--- src/rtl/raster_pkg.sv ---
// -----------------------------------------------------------------------------
// raster_pkg
// Shared definitions for the raster stream generator:
//   raster_state_t : frame sequencing states (IDLE, ACTIVE, HBLANK, VBLANK)
//   STALL_CNT_W    : width of the optional saturating stall counter
//   cnt_w()        : bits needed to count 0..n-1 (never less than 1)
//   max_u()        : larger of two unsigned values
// -----------------------------------------------------------------------------
package raster_pkg;

    typedef enum logic [1:0] {
        IDLE   = 2'd0,
        ACTIVE = 2'd1,
        HBLANK = 2'd2,
        VBLANK = 2'd3
    } raster_state_t;

    localparam int unsigned STALL_CNT_W = 16;

    // Bits required to hold the values 0..n-1; a zero or one-entry range still
    // gets a one-bit counter so every instance has a legal width.
    function automatic int unsigned cnt_w(input int unsigned n);
        if (n <= 32'd1) begin
            return 32'd1;
        end else begin
            return $clog2(n);
        end
    endfunction

    function automatic int unsigned max_u(input int unsigned a, input int unsigned b);
        if (a > b) begin
            return a;
        end else begin
            return b;
        end
    endfunction

endpackage

--- src/rtl/raster_wrap_cnt.sv ---
// -----------------------------------------------------------------------------
// raster_wrap_cnt
// Up-counter that wraps to zero after reaching a run-time terminal value.
//   clk   : clock, rising edge
//   rst   : asynchronous active-low reset (count -> 0)
//   clr   : synchronous clear, has priority over en
//   en    : advance by one (or wrap when at terminal value)
//   last  : terminal value
//   count : current value
//   tc    : count == last
// -----------------------------------------------------------------------------
module raster_wrap_cnt #(
    parameter int unsigned W = 4
) (
    input  logic         clk,
    input  logic         rst,
    input  logic         clr,
    input  logic         en,
    input  logic [W-1:0] last,
    output logic [W-1:0] count,
    output logic         tc
);

    logic [W-1:0] count_r;

    assign count = count_r;
    assign tc    = (count_r == last);

    // Counter register: clear, then wrap-or-increment when enabled.
    always_ff @(posedge clk or negedge rst) begin
        if (!rst) begin
            count_r <= {W{1'b0}};
        end else if (clr) begin
            count_r <= {W{1'b0}};
        end else if (en) begin
            if (tc) begin
                count_r <= {W{1'b0}};
            end else begin
                count_r <= count_r + W'(1'b1);
            end
        end else begin
            count_r <= count_r;
        end
    end

endmodule

--- src/rtl/raster_stream_gen.sv ---
// -----------------------------------------------------------------------------
// raster_stream_gen
// Turns a valid/ready pixel stream into raster-timed video: WIDTH pixels per
// line, H_BLANK idle cycles after each line, HEIGHT lines, then V_BLANK blank
// lines of WIDTH+H_BLANK cycles, then a one-cycle frame_done pulse.
//
// Ports:
//   clk, rst            : clock; asynchronous active-low reset
//   start               : begin one frame (only looked at in IDLE)
//   in_valid / in_ready : source handshake; in_ready only in ACTIVE
//   r_in, g_in, b_in    : source pixel
//   out_valid           : registered output pixel is active video
//   h_count_out         : column of output pixel (holds when not valid)
//   v_count_out         : line of output pixel (holds when not valid)
//   r_out, g_out, b_out : registered pixel, zero when not valid
//   frame_done          : one-cycle pulse after the last blank cycle
//   busy                : FSM is not IDLE
//
// Optional build macro RASTER_GEN_UNDERRUN_EN adds:
//   underrun  : sticky flag, set by any ACTIVE cycle without in_valid
//   stall_cnt : saturating count of such cycles
//   Both clear when a start is taken in IDLE.
// -----------------------------------------------------------------------------
module raster_stream_gen
    import raster_pkg::*;
#(
    parameter int unsigned P_IMGDEPTH = 8,
    parameter int unsigned WIDTH      = 640,
    parameter int unsigned HEIGHT     = 480,
    parameter int unsigned H_BLANK    = 16,
    parameter int unsigned V_BLANK    = 2
) (
    input  logic                          clk,
    input  logic                          rst,
    input  logic                          start,
    input  logic                          in_valid,
    output logic                          in_ready,
    input  logic [P_IMGDEPTH-1:0]         r_in,
    input  logic [P_IMGDEPTH-1:0]         g_in,
    input  logic [P_IMGDEPTH-1:0]         b_in,
    output logic                          out_valid,
    output logic [$clog2(WIDTH+1)-1:0]    h_count_out,
    output logic [$clog2(HEIGHT+1)-1:0]   v_count_out,
    output logic [P_IMGDEPTH-1:0]         r_out,
    output logic [P_IMGDEPTH-1:0]         g_out,
    output logic [P_IMGDEPTH-1:0]         b_out,
    output logic                          frame_done,
    output logic                          busy
`ifdef RASTER_GEN_UNDERRUN_EN
    ,
    output logic                          underrun,
    output logic [STALL_CNT_W-1:0]        stall_cnt
`endif
);

    localparam int unsigned HW     = $clog2(WIDTH + 1);
    localparam int unsigned VW     = $clog2(HEIGHT + 1);
    localparam int unsigned VB_CYC = V_BLANK * (WIDTH + H_BLANK);
    localparam int unsigned BW     = cnt_w(max_u(H_BLANK, VB_CYC));

    localparam logic [HW-1:0] H_LAST  = HW'(WIDTH - 32'd1);
    localparam logic [VW-1:0] V_LAST  = VW'(HEIGHT - 32'd1);
    localparam logic [BW-1:0] HB_LAST = BW'((H_BLANK > 32'd0) ? (H_BLANK - 32'd1) : 32'd0);
    localparam logic [BW-1:0] VB_LAST = BW'((VB_CYC > 32'd0) ? (VB_CYC - 32'd1) : 32'd0);
    localparam bit            HB_EN   = (H_BLANK != 32'd0);
    localparam bit            VB_EN   = (V_BLANK != 32'd0);

    raster_state_t state_r;
    raster_state_t state_next_s;
    raster_state_t exit_tgt_s;

    logic          idle_s;
    logic          accept_s;
    logic          line_end_s;
    logic          hb_exit_s;
    logic          vb_exit_s;
    logic          done_s;
    logic          v_inc_s;
    logic          blank_en_s;
    logic [BW-1:0] blank_last_s;

    logic [HW-1:0] h_cnt_s;
    logic          h_tc_s;
    logic [VW-1:0] v_cnt_s;
    logic          v_tc_s;
    logic [BW-1:0] blank_cnt_unused_s;
    logic          blank_tc_s;

    logic                  out_valid_r;
    logic [HW-1:0]         h_out_r;
    logic [VW-1:0]         v_out_r;
    logic [P_IMGDEPTH-1:0] r_out_r;
    logic [P_IMGDEPTH-1:0] g_out_r;
    logic [P_IMGDEPTH-1:0] b_out_r;
    logic                  frame_done_r;

    // Column counter: advances on each accepted pixel, wraps at end of line.
    raster_wrap_cnt #(.W(HW)) u_h_cnt (
        .clk   (clk),
        .rst   (rst),
        .clr   (idle_s),
        .en    (accept_s),
        .last  (H_LAST),
        .count (h_cnt_s),
        .tc    (h_tc_s)
    );

    // Line counter: advances when a line's blanking ends and more lines remain.
    raster_wrap_cnt #(.W(VW)) u_v_cnt (
        .clk   (clk),
        .rst   (rst),
        .clr   (idle_s | done_s),
        .en    (v_inc_s),
        .last  (V_LAST),
        .count (v_cnt_s),
        .tc    (v_tc_s)
    );

    // Blank counter shared by HBLANK and VBLANK; it wraps to zero on the
    // exit cycle of each blanking period, so VBLANK starts from zero.
    raster_wrap_cnt #(.W(BW)) u_blank_cnt (
        .clk   (clk),
        .rst   (rst),
        .clr   (idle_s),
        .en    (blank_en_s),
        .last  (blank_last_s),
        .count (blank_cnt_unused_s),
        .tc    (blank_tc_s)
    );

    // Datapath control decodes derived from the current state and counters.
    always_comb begin
        idle_s     = (state_r == IDLE);
        accept_s   = (state_r == ACTIVE) && in_valid;
        line_end_s = accept_s && h_tc_s;
        blank_en_s = (state_r == HBLANK) || (state_r == VBLANK);
        if (state_r == VBLANK) begin
            blank_last_s = VB_LAST;
        end else begin
            blank_last_s = HB_LAST;
        end
        // With no horizontal blanking the end-of-line accept is the HBLANK exit.
        hb_exit_s = ((state_r == HBLANK) && blank_tc_s) || (!HB_EN && line_end_s);
        vb_exit_s = (state_r == VBLANK) && blank_tc_s;
        done_s    = vb_exit_s || (hb_exit_s && v_tc_s && !VB_EN);
        v_inc_s   = hb_exit_s && !v_tc_s;
    end

    // Next-state logic.
    always_comb begin
        state_next_s = state_r;
        if (!v_tc_s) begin
            exit_tgt_s = ACTIVE;
        end else if (VB_EN) begin
            exit_tgt_s = VBLANK;
        end else begin
            exit_tgt_s = IDLE;
        end
        case (state_r)
            IDLE: begin
                if (start) begin
                    state_next_s = ACTIVE;
                end else begin
                    state_next_s = IDLE;
                end
            end
            ACTIVE: begin
                if (line_end_s) begin
                    if (HB_EN) begin
                        state_next_s = HBLANK;
                    end else begin
                        state_next_s = exit_tgt_s;
                    end
                end else begin
                    state_next_s = ACTIVE;
                end
            end
            HBLANK: begin
                if (blank_tc_s) begin
                    state_next_s = exit_tgt_s;
                end else begin
                    state_next_s = HBLANK;
                end
            end
            VBLANK: begin
                if (blank_tc_s) begin
                    state_next_s = IDLE;
                end else begin
                    state_next_s = VBLANK;
                end
            end
            default: begin
                state_next_s = IDLE;
            end
        endcase
    end

    // State register.
    always_ff @(posedge clk or negedge rst) begin
        if (!rst) begin
            state_r <= IDLE;
        end else begin
            state_r <= state_next_s;
        end
    end

    // Output pixel register: capture on accept, otherwise zero data and hold position.
    always_ff @(posedge clk or negedge rst) begin
        if (!rst) begin
            out_valid_r  <= 1'b0;
            h_out_r      <= {HW{1'b0}};
            v_out_r      <= {VW{1'b0}};
            r_out_r      <= {P_IMGDEPTH{1'b0}};
            g_out_r      <= {P_IMGDEPTH{1'b0}};
            b_out_r      <= {P_IMGDEPTH{1'b0}};
            frame_done_r <= 1'b0;
        end else begin
            frame_done_r <= done_s;
            if (accept_s) begin
                out_valid_r <= 1'b1;
                h_out_r     <= h_cnt_s;
                v_out_r     <= v_cnt_s;
                r_out_r     <= r_in;
                g_out_r     <= g_in;
                b_out_r     <= b_in;
            end else begin
                out_valid_r <= 1'b0;
                h_out_r     <= h_out_r;
                v_out_r     <= v_out_r;
                r_out_r     <= {P_IMGDEPTH{1'b0}};
                g_out_r     <= {P_IMGDEPTH{1'b0}};
                b_out_r     <= {P_IMGDEPTH{1'b0}};
            end
        end
    end

    assign in_ready    = (state_r == ACTIVE);
    assign busy        = (state_r != IDLE);
    assign out_valid   = out_valid_r;
    assign h_count_out = h_out_r;
    assign v_count_out = v_out_r;
    assign r_out       = r_out_r;
    assign g_out       = g_out_r;
    assign b_out       = b_out_r;
    assign frame_done  = frame_done_r;

`ifdef RASTER_GEN_UNDERRUN_EN
    logic                   underrun_r;
    logic [STALL_CNT_W-1:0] stall_cnt_r;

    // Underrun tracking: cleared by a taken start, set by ACTIVE cycles without data.
    always_ff @(posedge clk or negedge rst) begin
        if (!rst) begin
            underrun_r  <= 1'b0;
            stall_cnt_r <= {STALL_CNT_W{1'b0}};
        end else if (idle_s && start) begin
            underrun_r  <= 1'b0;
            stall_cnt_r <= {STALL_CNT_W{1'b0}};
        end else if ((state_r == ACTIVE) && !in_valid) begin
            underrun_r <= 1'b1;
            if (stall_cnt_r != {STALL_CNT_W{1'b1}}) begin
                stall_cnt_r <= stall_cnt_r + STALL_CNT_W'(1'b1);
            end else begin
                stall_cnt_r <= stall_cnt_r;
            end
        end else begin
            underrun_r  <= underrun_r;
            stall_cnt_r <= stall_cnt_r;
        end
    end

    assign underrun  = underrun_r;
    assign stall_cnt = stall_cnt_r;
`endif

endmodule
--- config.mk ---
export PLATFORM = sky130hd
export DESIGN_NAME = raster_stream_gen
export DESIGN_NICKNAME = d
export VERILOG_FILES = /design/src/rtl/raster_pkg.sv /design/src/rtl/raster_wrap_cnt.sv /design/src/rtl/raster_stream_gen.sv
export SDC_FILE = /design/constraint.sdc
export NUM_CORES = 1
export LEC_CHECK = 0
export ABC_AREA = 1
export CORE_ASPECT_RATIO = 1.25
export CORE_UTILIZATION = 46
export DETAILED_ROUTE_END_ITERATION = 10
export PLACE_DENSITY = 0.76
export RECOVER_POWER = 50
export SYNTH_ARGS = -nofsm -noshare
export SYNTH_HDL_FRONTEND = slang
export SYNTH_SLANG_ARGS = --single-unit
--- constraint.sdc ---
create_clock -name clk -period 1.48 [get_ports clk]
set_input_delay 0.296 -clock clk [delete_from_list [all_inputs] [get_ports clk]]
set_output_delay 0.296 -clock clk [all_outputs]
set_load 0.005 [all_outputs]
Word-level counts from Yosys, hierarchy flattened --
Cells that the tools add are included.
Operators by class: add/subtract/negate cells 3, multipliers 0, divide/modulo/power cells 0, order comparisons 0, equality and inequality tests 6, shifts and indexed selects 0, mux-type cells 20, bitwise logic cells 1, reduce and logical (&&, ||, !) cells 12
Operators by type and width (count):
- $mux W11 | 4
- $mux W10 | 3
- $mux W9 | 3
- $mux W8 | 3
- $add A11 B1 Y11 const B | 1
- $eq A11 B11 Y1 | 1
- $add A10 B1 Y10 const B | 1
- $eq A10 B10 Y1 const B | 1
- $add A9 B1 Y9 const B | 1
- $eq A9 B9 Y1 const B | 1
- $mux W2 | 4
- $pmux W2 S4 | 1
- $reduce_bool A2 Y1 | 4
- $logic_and A1 B1 Y1 | 5
- $eq A2 B2 Y1 const B | 2
- $eq A2 B1 Y1 const B | 1
- $logic_not A2 Y1 | 1
- $mux W1 | 2
- $logic_not A1 Y1 | 1
- $logic_or A1 B1 Y1 | 1
- $or A1 B1 Y1 | 1
Storage, ports and cells: flip-flop bits (word level) 77, bits in latches 0, memory bits (writable) 0, memory bits (read-only) 0, input port bits 28, output and inout bits 47, word-level logic and storage cells 53, memories 0

Longest topological paths before layout --
depth in word-level cells 7, mapped depth 10, depth with buffers taken out 10

Hierarchy --
A second synthesis with hierarchy kept.
Unflattened totals: cells, all modules 491, area total of the unflattened synthesis 4048.9 um2
By module, submodules not included:
- raster_stream_gen | instances 1, cells an instance 187, area an instance 1746.7 um2, sequential area each 1176.1 um2
- raster_wrap_cnt (u_blank_cnt) | instances 1, cells an instance 128, area an instance 890.9 um2, sequential area each 275.3 um2
- raster_wrap_cnt (u_h_cnt) | instances 1, cells an instance 98, area an instance 764.5 um2, sequential area each 250.2 um2
- raster_wrap_cnt (u_v_cnt) | instances 1, cells an instance 78, area an instance 646.9 um2, sequential area each 225.2 um2

Worst setup path before layout --
No wires, ideal clock.
path type reg-to-reg, start reg u_h_cnt.count_r[0] (netlist: u_h_cnt.count[0]), end reg u_h_cnt.count_r[1] (netlist: u_h_cnt.count[1]), library setup time 0.127 ns, data arrival time 1.314 ns, data required time 1.353 ns, path slack 0.039 ns, cell stages (with the launch flop) 9, path buffers 0, path through dfrtp_1 > ha_1 > nand3_1 > nor3_2 > nand3b_1 > nand2_2 > inv_1 > nand2_1 > o21ai_0
On the way: longest elaborated chain between the ends 4, elaborated cells between the ends (all ways) 5
RTL lines:
- from (decl) | RTL line raster_wrap_cnt.sv:24 | logic [W-1:0] count_r;
- from (signal assigned) | RTL line raster_wrap_cnt.sv:32 | count_r <= {W{1'b0}};
- from (signal assigned) | RTL line raster_wrap_cnt.sv:34 | count_r <= {W{1'b0}};
- from (signal assigned) | RTL line raster_wrap_cnt.sv:37 | count_r <= {W{1'b0}};
- $add A10 B1 Y10 / $eq A10 B10 Y1 (equally long branches) | RTL line raster_wrap_cnt.sv:39, raster_wrap_cnt.sv:27
- $mux W10 * | RTL line raster_wrap_cnt.sv:36 | if (tc) begin
- $mux W10 * | RTL line raster_wrap_cnt.sv:35 | end else if (en) begin
- $mux W10 * | RTL line raster_wrap_cnt.sv:33 | end else if (clr) begin
Mark *: on every way between the ends. The rest lies on a longest branch, timed or not. The select of a mux whose other input is x is not followed. A chain may end at the register's enable or synchronous reset.

Final worst setup path --
start reg state_r[1], end reg u_v_cnt.count_r[6] (netlist: u_v_cnt.count[6])
On the way: longest elaborated chain between the ends 6, elaborated cells between the ends (all ways) 11
RTL lines:
- from (decl) | RTL line raster_stream_gen.sv:68 | raster_state_t state_r;
- from (signal assigned) | RTL line raster_stream_gen.sv:203 | state_r <= state_next_s;
- $eq A2 B2 Y1 | RTL line raster_stream_gen.sv:137, raster_stream_gen.sv:144
- $mux W11 | RTL line raster_stream_gen.sv:137 | if (state_r == VBLANK) begin
- $eq A11 B11 Y1 | RTL line raster_wrap_cnt.sv:27 | assign tc = (count_r == last);
- $logic_and A1 B1 Y1 (on tied branches) | RTL line raster_stream_gen.sv:144, raster_stream_gen.sv:143
- $or A1 B1 Y1 / $logic_and A1 B1 Y1 (equally long branches) | RTL line raster_stream_gen.sv:112, raster_stream_gen.sv:146
- $mux W9 / $reduce_bool A2 Y1 (equally long branches)
- to (signal assigned) | RTL line raster_wrap_cnt.sv:32
- to (signal assigned) | RTL line raster_wrap_cnt.sv:34
- to (signal assigned) | RTL line raster_wrap_cnt.sv:37
- to (decl) | RTL line raster_wrap_cnt.sv:24
Several ways; a longest one is shown, not always the timed one.

==> qor.csv <==
stage,metric,value,unit
clock_network,numCtsBuffers,9,
sta,worstMarginPinSlew,670,ps
final_layout,final_core_util,0.735,
place,dpl_worst_slack,-101,ps
clock_network,htree_num_levels,3,
sta,max_freq,623,MHz
global_route,grt_pass1_wl,14.7,mm
sta,drv_slew,0,
floorplan,fp.dieArea,0.00801,mm2
final_layout,drive_above_1_share,0.274,
worst_setup_path,max_stage_delay,370,ps
status,status,finished with violations,
synth,synthTopCellsByArea,"dfrtp_1 55%, nand2_1 10%, inv_1 6.8%, nor2_1 5.0%, o21ai_0 3.8%",
worst_setup_path,critical_path_class,reg2reg,
synth,yosys.area.top_type_share,0.547,
global_route,first_global_vias,3181,
final_layout,layout_common_cells,"90 x nand2_1, 75 x dfrtp_1, 56 x inv_1",
place,io_buffers,74,
worst_setup_path,cpMaxStageDelayCell,dfrtp_1,
floorplan,dieHeight,99.8,um
final_layout,final_common_cell,nand2_1,
synth,synth_area_leader_cell,dfrtp_1,
global_route,overflow,0,
place,placed_area,0.00475,mm2
clock_network,cts_buffer_depth,2,
final_layout,synthToLayoutAreaGrowth,54.5,%
place,place.gp.congestion,0.906,
global_route,antenna_found_initial,0,
routing,vias_per_cell,5.20,
sta,setup_viol_count_final,25,
floorplan,rows,35,
final_layout,nNetsFinal,592,
floorplan,dieWidth,80.2,um
sta,rsz0062_at_grt,true,
sta,timing.hold.ws,451,ps
global_route,grt_usage,0.241,
worst_setup_path,reg2reg_slack,-130,ps
clock_network,cts-root-buf,clkbuf_8,
sta,clock_skew,10.3,ps
routing,first_pass_iters,5,
global_route,grt_max_degree,43,
clock_network,clk_pin_slew,80,ps
worst_setup_path,path_cells,"buf_6, buf_6, nand2_8, o21ai_4, buf_4, nand4_2, buf_12, nand4_1, nand2_1",
worst_setup_path,cp.arrival,1850,ps
synth,yosysWarnings,0,
routing,num_vias,3420,
clock_network,cts_tree,yes,
routing,drc,0,
worst_setup_path,critPathMostFrequentCell,buf_6,
sta,fin_crit,1610,ps
run,cap_violations,0,
synth,synth_area,0.00352,mm2
worst_setup_path,cp_max_fo,14,
sta,slew_headroom,0.553,
synth,synth_seq_area_share,0.547,
floorplan,start_util,0.476,
min_path,hp-class,in2reg,
synth,synth_cell_types,31,
power_and_ir_drop,power.density,760,mW/mm2
worst_setup_path,crit_path_end_kind,flip-flop,
power_and_ir_drop,ir_drop,649,uV
place,place_hpwl,5.84,mm
sta,worst_slack,-126,ps
final_layout,final_cell_area,0.00544,mm2
sta,period_share,1.08,
routing,drtAntennaViolNets,0,
status,violations,setup timing,
synth,synth_seq_cells,77,
worst_setup_path,crit_required,1720,ps
routing,wl_per_cell,15.1,um
routing,drt_iter0_drc,185,
routing,drt-total-wl,9.95,mm
floorplan,ios,75,
synth,synth_cells,411,
clock_network,clk-insertion-delay-late,350,ps
sta,final_hold_viol_count,0,
synth,syn_nets,442,
synth,syn-mean-instance-area,8.56,um2
final_layout,diodes,0,
power_and_ir_drop,power.leakage,0.00299,uW
floorplan,core,0.00740,mm2
clock_network,clock-sinks,77,
worst_setup_path,start_kind,flip-flop,
[where the power goes]
part           switching [uW]  total [uW]  internal (uW)
Clock                     785        1730            947
Combinational             116         242            126
Sequential               24.5        2160           2130
[registers in the layout, indices dropped and copies added, names as in the netlist]
signal             flops
u_blank_cnt.count     11
h_count_out           10
u_h_cnt.count         10
u_v_cnt.count          9
v_count_out            9
b_out                  8
g_out                  8
r_out                  8
state_r                2
frame_done             1
out_valid              1
[critical path, delay by kind of cell, from the launching register on]
family | cells | cell delay, ps
AO/OA/AOI/OAI | 1 | 230
buffers and inverters | 4 | 560
flip-flops | 1 | 370
AND/OR/NAND/NOR | 4 | 350
[metal layers]
metal  GRT usage  up-vias  routed length (um)
met1       0.291     1646                3900
met5           0        -                   0
met4       0.107        0                 315
met2       0.417      139                5210
met3      0.0436       32                 521
li1            -     1603                   -
[logic make-up (layout without fill, tap and decap cells)]
| kind of cell | Yosys count | in the layout | share of synthesized area |
|---|---|---|---|
| AOI/OAI and AO/OA | 43 | 43 | 0.0679 |
| muxes | 1 | 1 | 0.00284 |
| and+or+nand+nor | 203 | 206 | 0.261 |
| DFF | 77 | 77 | 0.547 |
| adders and majority gates | 3 | 3 | 0.0107 |
| buffers and inverters | 73 | 225 | 0.0832 |
| xor gates and xnor gates | 11 | 11 | 0.0274 |
[layout make-up]
class / instances / area [um2]
clock buffer: 10 / 128
clock inverter: 6 / 87.6
fill: 513 / 1960
inverter: 65 / 251
multi-input combinational: 264 / 1530
sequential: 77 / 1930
tap: 92 / 115
timing repair buffer: 144 / 1400
[worst paths after layout]
kind / cells after the start / startpoint / end
worst min-delay path: 3 / b_in[0] / b_out[0]
worst max register to register: 9 / state_r[1] / u_v_cnt.count[6]
worst max-delay path: 9 / state_r[1] / u_v_cnt.count[6]
max in group asynchronous: 3 / rst / r_out[1]
min in group asynchronous: 2 / rst / h_count_out[0]
worst min register to register: 2 / v_count_out[1] / v_count_out[1]
[cells in the mapped netlist (all sizes together)]
master and n:
nor3 8, dfrtp 77, o21ai 30, inv 65
xnor2 2, xor2 9, clkbuf 3, nand3b 1
nor2 53, nand2 102, o21bai 1, o211ai 1
ha 3, mux2i 1, nand4 18, nand3 21
buf 5, o22ai 9, a21oi 2
[what timing repair did]
item / 4_1_cts / 5_1_grt
buffers inserted: 12 / 6
endpoints found under the setup margin: 49 / 83
resized for setup: 76 / 74
hold endpoints to repair: 25 / 0
gates cloned: 3 / 3
hold buffers: 1 / 0
pin swaps: 16 / 17
[through the flow]
step | TNS (ps) | power, uW | cells
2_1_floorplan | 0 | 2250 | 411
6_report | -1830 | 4130 | 658
4_1_cts | -879 | 4150 | 649
3_3_place_gp | -1080 | 2440 | 617
3_5_place_dp | -1850 | 2440 | 617
5_1_grt | -4240 | 4280 | 658
(Power assumes the default switching activity.)
